File: src/rtl/fifo_burst_wr_pkg.sv
// fifo_burst_wr_pkg: state encodings and configuration helpers shared by the
// FIFO-to-DDR burst write controller.
package fifo_burst_wr_pkg;

    localparam int unsigned STATE_WIDTH = 2;

    localparam logic [STATE_WIDTH-1:0] ST_IDLE = 2'd0;
    localparam logic [STATE_WIDTH-1:0] ST_CMD  = 2'd1;
    localparam logic [STATE_WIDTH-1:0] ST_DATA = 2'd2;

    function automatic int unsigned bytes_per_beat(input int unsigned data_width);
        return data_width / 8;
    endfunction

    function automatic int unsigned burst_bytes(input int unsigned burst_len,
                                                input int unsigned data_width);
        return burst_len * bytes_per_beat(data_width);
    endfunction

    function automatic int unsigned frame_bursts(input int unsigned frame_beats,
                                                 input int unsigned burst_len);
        return frame_beats / burst_len;
    endfunction

    // Burst length must be a power of two in 2..128 and tile the frame exactly.
    function automatic bit burst_cfg_ok(input int unsigned burst_len,
                                        input int unsigned frame_beats);
        return (burst_len >= 2) && (burst_len <= 128) &&
               ((burst_len & (burst_len - 1)) == 0) &&
               (frame_beats >= burst_len) && ((frame_beats % burst_len) == 0);
    endfunction

endpackage

File: src/rtl/burst_rd_skid.sv
// burst_rd_skid: two-entry skid buffer behind a FIFO with one cycle of read
// latency; tracks the read in flight so an issued pop always has a slot.
module burst_rd_skid
    import fifo_burst_wr_pkg::*;
#(
    parameter int unsigned DATA_WIDTH = 64
) (
    input  logic                  clk,
    input  logic                  rst,
    input  logic                  rd_issue,
    input  logic [DATA_WIDTH-1:0] rd_data,
    input  logic                  pop,
    output logic                  room,
    output logic                  valid,
    output logic [DATA_WIDTH-1:0] head
);

    logic [DATA_WIDTH-1:0] mem_q [2];
    logic                  wr_ptr_q;
    logic                  rd_ptr_q;
    logic [1:0]            count_q;
    logic                  inflight_q;

    assign valid = (count_q != 2'd0);
    assign head  = mem_q[rd_ptr_q];

    // Counting this cycle's departure keeps one pop per cycle under full flow.
    assign room = ((3'(count_q) + 3'(inflight_q) - 3'(pop)) < 3'd2);

    always_ff @(posedge clk) begin
        if (rst) begin
            mem_q[0]   <= '0;
            mem_q[1]   <= '0;
            wr_ptr_q   <= 1'b0;
            rd_ptr_q   <= 1'b0;
            count_q    <= 2'd0;
            inflight_q <= 1'b0;
        end else begin
            inflight_q <= rd_issue;
            if (inflight_q) begin
                mem_q[wr_ptr_q] <= rd_data;
                wr_ptr_q        <= ~wr_ptr_q;
            end
            if (pop) begin
                rd_ptr_q <= ~rd_ptr_q;
            end
            count_q <= count_q + 2'(inflight_q) - 2'(pop);
        end
    end

endmodule

File: src/rtl/fifo_burst_wr_ctrl.sv
// fifo_burst_wr_ctrl: drains the FIFO read port into fixed-length DDR write
// bursts over a wrapping frame buffer. Define FIFO_BURST_CHK_EN for err_sticky.
module fifo_burst_wr_ctrl
    import fifo_burst_wr_pkg::*;
#(
    parameter int unsigned           DATA_WIDTH  = 64,
    parameter int unsigned           LEVEL_WIDTH = 11,
    parameter int unsigned           ADDR_WIDTH  = 28,
    parameter int unsigned           BURST_LEN   = 16,
    parameter int unsigned           FRAME_BEATS = 14400,
    parameter logic [ADDR_WIDTH-1:0] ADDR_BASE   = '0
) (
    input  logic                   rd_clk,
    input  logic                   rd_rst,
    input  logic                   frame_start,
    output logic                   fifo_rd_en,
    input  logic [DATA_WIDTH-1:0]  fifo_rd_data,
    input  logic                   fifo_rd_empty,
    input  logic [LEVEL_WIDTH-1:0] fifo_rd_water_level,
    output logic                   cmd_valid,
    input  logic                   cmd_ready,
    output logic [ADDR_WIDTH-1:0]  cmd_addr,
    output logic [7:0]             cmd_len,
    output logic                   wdata_valid,
    input  logic                   wdata_ready,
    output logic [DATA_WIDTH-1:0]  wdata,
    output logic                   wdata_last,
    output logic                   busy,
    output logic                   frame_done,
    output logic                   err_sticky
);

    localparam int unsigned BURST_STEP = burst_bytes(BURST_LEN, DATA_WIDTH);
    localparam int unsigned N_BURSTS   = frame_bursts(FRAME_BEATS, BURST_LEN);
    localparam int unsigned PW         = $clog2(BURST_LEN + 1);
    localparam int unsigned BW         = $clog2(BURST_LEN);
    localparam int unsigned FW         = $clog2(N_BURSTS + 1);

    if (!burst_cfg_ok(BURST_LEN, FRAME_BEATS) ||
        ((ADDR_BASE & ADDR_WIDTH'(BURST_STEP - 1)) != '0)) begin : g_cfg_err
        $error("fifo_burst_wr_ctrl: illegal BURST_LEN/FRAME_BEATS/ADDR_BASE");
    end

    logic [STATE_WIDTH-1:0] state_q, state_d;
    logic [ADDR_WIDTH-1:0]  addr_q, addr_d;
    logic [ADDR_WIDTH-1:0]  cmd_addr_q, cmd_addr_d;
    logic [7:0]             cmd_len_q, cmd_len_d;
    logic [FW-1:0]          fcnt_q, fcnt_d;
    logic [PW-1:0]          pops_q, pops_d;
    logic [BW-1:0]          beats_q, beats_d;
    logic                   restart_q, restart_d;
    logic                   frame_done_q, frame_done_d;

    logic                   skid_room;
    logic                   skid_valid;
    logic [DATA_WIDTH-1:0]  skid_head;
    logic                   beat_acc;
    logic                   last_beat;

    assign beat_acc   = (state_q == ST_DATA) & skid_valid & wdata_ready;
    assign last_beat  = (beats_q == BW'(BURST_LEN - 1));
    assign fifo_rd_en = (state_q == ST_DATA) & (pops_q < PW'(BURST_LEN)) &
                        ~fifo_rd_empty & skid_room;

    burst_rd_skid #(
        .DATA_WIDTH (DATA_WIDTH)
    ) u_skid (
        .clk      (rd_clk),
        .rst      (rd_rst),
        .rd_issue (fifo_rd_en),
        .rd_data  (fifo_rd_data),
        .pop      (beat_acc),
        .room     (skid_room),
        .valid    (skid_valid),
        .head     (skid_head)
    );

    always_ff @(posedge rd_clk) begin
        if (rd_rst) begin
            state_q      <= ST_IDLE;
            addr_q       <= ADDR_BASE;
            cmd_addr_q   <= '0;
            cmd_len_q    <= '0;
            fcnt_q       <= '0;
            pops_q       <= '0;
            beats_q      <= '0;
            restart_q    <= 1'b0;
            frame_done_q <= 1'b0;
        end else begin
            state_q      <= state_d;
            addr_q       <= addr_d;
            cmd_addr_q   <= cmd_addr_d;
            cmd_len_q    <= cmd_len_d;
            fcnt_q       <= fcnt_d;
            pops_q       <= pops_d;
            beats_q      <= beats_d;
            restart_q    <= restart_d;
            frame_done_q <= frame_done_d;
        end
    end

    // Next-state, address walk, frame wrap and deferred restart.
    always_comb begin
        state_d      = state_q;
        addr_d       = addr_q;
        cmd_addr_d   = cmd_addr_q;
        cmd_len_d    = cmd_len_q;
        fcnt_d       = fcnt_q;
        pops_d       = pops_q;
        beats_d      = beats_q;
        restart_d    = restart_q;
        frame_done_d = 1'b0;
        case (state_q)
            ST_IDLE: begin
                if (frame_start) begin
                    addr_d = ADDR_BASE;
                    fcnt_d = '0;
                end
                if ((fifo_rd_water_level >= LEVEL_WIDTH'(BURST_LEN)) && !fifo_rd_empty) begin
                    state_d    = ST_CMD;
                    cmd_addr_d = frame_start ? ADDR_BASE : addr_q;
                    cmd_len_d  = 8'(BURST_LEN - 1);
                    pops_d     = '0;
                    beats_d    = '0;
                end
            end
            ST_CMD: begin
                if (frame_start) restart_d = 1'b1;
                if (cmd_ready) state_d = ST_DATA;
            end
            ST_DATA: begin
                if (frame_start) restart_d = 1'b1;
                if (fifo_rd_en) pops_d = pops_q + PW'(1);
                if (beat_acc) begin
                    beats_d = beats_q + BW'(1);
                    if (last_beat) begin
                        state_d   = ST_IDLE;
                        restart_d = 1'b0;
                        if (restart_q || frame_start) begin
                            addr_d = ADDR_BASE;
                            fcnt_d = '0;
                        end else if (fcnt_q == FW'(N_BURSTS - 1)) begin
                            addr_d       = ADDR_BASE;
                            fcnt_d       = '0;
                            frame_done_d = 1'b1;
                        end else begin
                            addr_d = addr_q + ADDR_WIDTH'(BURST_STEP);
                            fcnt_d = fcnt_q + FW'(1);
                        end
                    end
                end
            end
            default: state_d = ST_IDLE;
        endcase
    end

    assign cmd_valid   = (state_q == ST_CMD);
    assign cmd_addr    = cmd_addr_q;
    assign cmd_len     = cmd_len_q;
    assign wdata_valid = skid_valid;
    assign wdata       = skid_head;
    assign wdata_last  = skid_valid & last_beat;
    assign busy        = (state_q != ST_IDLE);
    assign frame_done  = frame_done_q;

`ifdef FIFO_BURST_CHK_EN
    logic [6:0] starve_q;
    logic       starving;
    logic       err_q;

    assign starving = (state_q == ST_DATA) & (pops_q < PW'(BURST_LEN)) & fifo_rd_empty;

    // Flags 64 consecutive starved cycles mid-burst, or a restart request while busy.
    always_ff @(posedge rd_clk) begin
        if (rd_rst) begin
            starve_q <= '0;
            err_q    <= 1'b0;
        end else begin
            if (!starving) begin
                starve_q <= '0;
            end else if (starve_q != 7'd64) begin
                starve_q <= starve_q + 7'd1;
            end
            if ((starving && (starve_q == 7'd63)) || (frame_start && (state_q != ST_IDLE))) begin
                err_q <= 1'b1;
            end
        end
    end

    assign err_sticky = err_q;
`else
    assign err_sticky = 1'b0;
`endif

endmodule

File: config.mk
export PLATFORM = sky130hd
export DESIGN_NAME = fifo_burst_wr_ctrl
export DESIGN_NICKNAME = d
export VERILOG_FILES = /design/src/rtl/fifo_burst_wr_pkg.sv /design/src/rtl/burst_rd_skid.sv /design/src/rtl/fifo_burst_wr_ctrl.sv
export SDC_FILE = /design/constraint.sdc
export NUM_CORES = 1
export LEC_CHECK = 0
export BUFFER_PORTS_ARGS = -buffer_cell sky130_fd_sc_hd__buf_2
export CORE_ASPECT_RATIO = 0.8
export CORE_UTILIZATION = 50
export CTS_CLUSTER_SIZE = 10
export DETAILED_ROUTE_END_ITERATION = 12
export PLACE_DENSITY = 0.72
export SYNTH_ARGS = -nofsm -noshare
export SYNTH_HDL_FRONTEND = slang
export SYNTH_HIERARCHICAL = 1
export SYNTH_SLANG_ARGS = --single-unit
File: constraint.sdc
create_clock -name rd_clk -period 4.4 [get_ports rd_clk]
set_clock_uncertainty 0.15 [all_clocks]
set_input_delay 0.88 -clock rd_clk [delete_from_list [all_inputs] [get_ports rd_clk]]
set_output_delay 0.88 -clock rd_clk [all_outputs]
set_load 0.05 [all_outputs]
==> impl_results.rst <==
.. list-table::
   :header-rows: 1

   * - Metric
     - Value
   * - Total routed wirelength
     - 21270 µm
   * - Root Buffer
     - clkbuf_16
   * - Kind of end point of the critical path
     - output pin
   * - Cell-by-cell listing of the critical path
     - or2_2, nand3_1, inv_1, ha_1, inv_1, ha_1, fa_1, xnor2_1, nor2_1, and4bb_2, buf_2
   * - Cell row count
     - 45
   * - Relative area change from synthesis to final layout
     - 17.63%
   * - # Post-CTS Setup Buffers
     - 0
   * - Net switching component of the power
     - 1.285 mW
   * - Worst Max-Slew Pin Slew
     - 0.8247 ns
   * - Commonest non-fill, non-tap cells in the layout
     - buf_2 (177), nor2_1 (167), edfxtp_1 (128)
   * - Type of the worst min-delay path
     - reg2reg
   * - Sort of element at the start of the critical path
     - flip-flop
   * - Core Box Area
     - 18970 µm²
   * - Buffers on Ports
     - 178
   * - Hold-fix buffers, CTS
     - 0
   * - Cell types occupying the most area after synthesis
     - edfxtp_1 (40%), dfxtp_1 (18%), mux2_2 (7.5%), nor2_1 (6.5%), nand2b_1 (4.7%)
   * - Initial cell density of the core
     - 50.98%
   * - Initial antenna violation count
     - 1
   * - Fraction of post-synthesis cell area in the top cell type by area
     - 39.74%
   * - Fraction of power consumed by sequential logic
     - 46.5%
   * - Number of flops mapped to enable cells by yosys
     - 128
   * - Crit path DAT
     - 3.12 ns
   * - Clock tree from TritonCTS
     - done
   * - DPL Wire Length
     - 13270 µm
   * - Internal Pwr Total
     - 3.501 mW
   * - Total standard cell area after synthesis
     - 9673 µm²
   * - IR drop worst, VDD
     - 0.2509 mV
   * - Clock Latency Late Sink
     - 0.50 ns
   * - Yosys cell types
     - 68
   * - Placed standard-cell area
     - 10660 µm²
   * - Fraction of power consumed by combinational cells
     - 15.0%
   * - TritonCTS buffer count
     - 25
   * - Final clock period utilization by the worst path
     - 94.42%
   * - Crit path to
     - fifo_rd_en
   * - Number of optimization iterations in the first detailed-route pass
     - 5
   * - Final routed wire length divided by cell count
     - 16.35 µm
   * - Last weighted congestion value of the routability-driven placer
     - 0.7813
   * - Max frequency
     - 240.7 MHz
   * - Post-layout nets
     - 1119
   * - Via count of the first global-routing pass
     - 6499
   * - Global Route Usage Sum
     - 21.17%
   * - Critical-path maximum fanout
     - 3
   * - Final ANT Viol Nets
     - 0
   * - Top flip-flop cell by instance count after synthesis
     - edfxtp_1
   * - Reported leakage power
     - 4.380 nW
   * - Maximum number of buffers from clock root to sink
     - 3
   * - Crit path setup slack, layout
     - 0.2457 ns
   * - Worst slew margin
     - 45.02%
   * - Largest area contributor in the synthesized netlist
     - edfxtp_1
   * - Synth Register Bits
     - 214
   * - Hold violation count in the final report
     - 0
   * - Total number of vias
     - 6875
   * - Post-synthesis async set-or-reset flop share
     - 0%
   * - Critical Path Source
     - u_skid/count_q[1]$_SDFF_PP0_
   * - Portion of the post-synthesis area used by sequential elements
     - 57.53%
   * - Total power per unit cell area
     - 420.6 nW/µm²
   * - Final cell area excluding filler cells
     - 11380 µm²
   * - Maximum level of the CTS H-tree
     - 1
   * - Max-cap violations
     - 0
   * - Grt ovf
     - 0
   * - Slowest-stage cell, CP
     - fa_1
   * - Clock transition at the registers of the reported paths
     - 0.06 ns
   * - Finish-stage setup viols
     - 0
   * - Fin crit period
     - 4.154 ns
   * - Setup repair after global routing missed its margin
     - no
   * - Fraction of power spent switching nets
     - 26.86%
   * - Cells on worst reg2reg path
     - 14
   * - Synth Warn #
     - 6
   * - Average footprint of a synthesized cell
     - 11.17 µm²
   * - Number of max-slew violations in the final report
     - 0
   * - Chip Width
     - 157.5 µm
   * - Footprint of the multi-input gates
     - 3687 µm²
   * - Hold path startpoint
     - cmd_addr[20]$_SDFFE_PP0P_
   * - Drt via density
     - 5.284
   * - Share of final-layout standard cells stronger than drive strength 1
     - 29.56%
   * - Synthesized netlist cell count
     - 866
   * - Die boundary height
     - 126.4 µm
   * - Fillers
     - 1597
   * - Sequential cell area
     - 5567 µm²
   * - Total negative slack
     - 0 ns
   * - Global-route wire length before repair
     - 33180 µm
   * - Final cell count without fillers
     - 1301
   * - Outcome
     - finished, final reports clean
   * - Critical Setup Path Class
     - reg2out
   * - Clk sinks
     - 214
   * - Area of the die
     - 19910 µm²
   * - Dpl cells
     - 1259
   * - Proportion of power drawn by the clock network
     - 38.5%
   * - IO Pins
     - 188
   * - Reg-to-reg endpoint
     - pops_q[1]$_SDFFE_PP0P_
   * - Reg2reg start
     - u_skid/count_q[1]$_SDFF_PP0_
   * - Quantity of gates resized following cts
     - 0
   * - Most common cell after layout, fill and taps aside
     - buf_2
   * - Post-Place Setup Slack
     - 0.4175 ns
   * - Slack of the worst reg-to-reg path
     - 1.03 ns
   * - Post-detailed-route DRC marker count
     - 0
   * - Initial drt markers
     - 384
   * - Peak per-stage delay on the critical path
     - 0.39 ns
   * - Largest net degree at the start of global routing
     - 66
   * - Worst path required time
     - 3.37 ns
## through the flow
| stage | util [%] | power (mW) | hold slack, ns |
|---|---|---|---|
| after floorplan | - | 2.813 | 0.2711 |
| after global placement | 56.20 | 2.976 | 0.2845 |
| after detailed placement | 56.20 | 2.983 | 0.2877 |
| after CTS | 59.95 | 4.823 | 0.2998 |
| after global routing | 59.97 | 4.973 | 0.3163 |
| final | 59.97 | 4.786 | 0.2968 |
## critical path, delay by kind of cell, from the launching register on
kind | cells | cell delay [ns]
fa+ha+maj | 3 | 0.86
simple gates | 4 | 0.89
buf+inv | 3 | 0.41
xor+xnor | 1 | 0.14
flops | 1 | 0.32
## power groups by stage
stage | Combinational [mW] | Clock, mW | Sequential (mW)
after floorplan | 0.543 | 0 | 2.27
after global placement | 0.712 | 0 | 2.26
after detailed placement | 0.716 | 0 | 2.27
after CTS | 0.721 | 1.87 | 2.23
after global routing | 0.775 | 1.96 | 2.23
final | 0.718 | 1.84 | 2.23
## per-layer routing
| layer | GRT usage, % | vias to the layer above | wire, µm |
|---|---|---|---|
| met4 | 4.797 | 0 | 336 |
| met3 | 3.963 | 28 | 1324 |
| li1 | - | 3357 | - |
| met2 | 35.97 | 194 | 10200 |
| met5 | 0 | - | 0 |
| met1 | 28.07 | 3296 | 9404 |
## logic make-up (layout without fill, tap and decap cells)
logic type / count (synthesis) / count (layout) / synth area share (%)
DFF: 214 / 214 / 57.53
xor gates and xnor gates: 13 / 13 / 1.177
AOI/OAI and AO/OA: 102 / 102 / 6.920
and+or+nand+nor: 380 / 380 / 20.49
buffers and inverters: 78 / 250 / 4.605
other: 1 / 6 / 0.03877
adders and majority gates: 10 / 10 / 1.371
muxes: 68 / 68 / 7.864
## flip-flops by register name (all words and copies together), names as in the netlist, 2 cells and up, named ones only
register	count
cmd_addr	28
u_skid/mem_q	128
u_skid/count_q	2
beats_q	4
state_q	2
pops_q	5
fcnt_q	10
addr_q	28
## final cells by class
cell class                 instances  share of cell area, %
sequential                       214                  48.92
antenna                            1                0.02199
timing repair buffer             192                  8.995
inverter                          17                 0.5608
clock buffer                      40                  5.993
multi-input combinational        578                  32.41
clock inverter                     1                 0.2639
tap                              258                  2.837
## Yosys cell counts (all sizes together) (2+ instances only)
master  count
nor3b      14
or2         2
nand3      14
a22oi       3
a211oi      5
a221oi      2
mux2i       4
or4         4
nand2b     73
nand4       5
and3        4
ha          9
a311oi      8
dfxtp      86
nor4        9
mux2       64
o21ai       9
a31oi       7
and2        8
inv        17
buf        42
and4        2
nand3b     16
nor2      168
nor3       12
nand4b      3
xnor2      13
o211a       2
nand2      36
clkbuf     19
or3         3
a21oi      52
nor2b       3
a41oi       4
edfxtp    128
a31o        2
a21o        3
## worst min-delay path by stage
stage,cells past startpoint,slack (ns),end
3_3_place_gp,1,0.28,addr_q[0]$_SDFFE_PP0P_
3_5_place_dp,1,0.29,addr_q[1]$_SDFFE_PP0P_
5_1_grt,1,0.32,addr_q[6]$_SDFFE_PP0P_
2_1_floorplan,1,0.27,addr_q[0]$_SDFFE_PP0P_
4_1_cts,2,0.30,cmd_addr[20]$_SDFFE_PP0P_
6_report,2,0.30,cmd_addr[20]$_SDFFE_PP0P_
(Power assumes the default switching activity.)
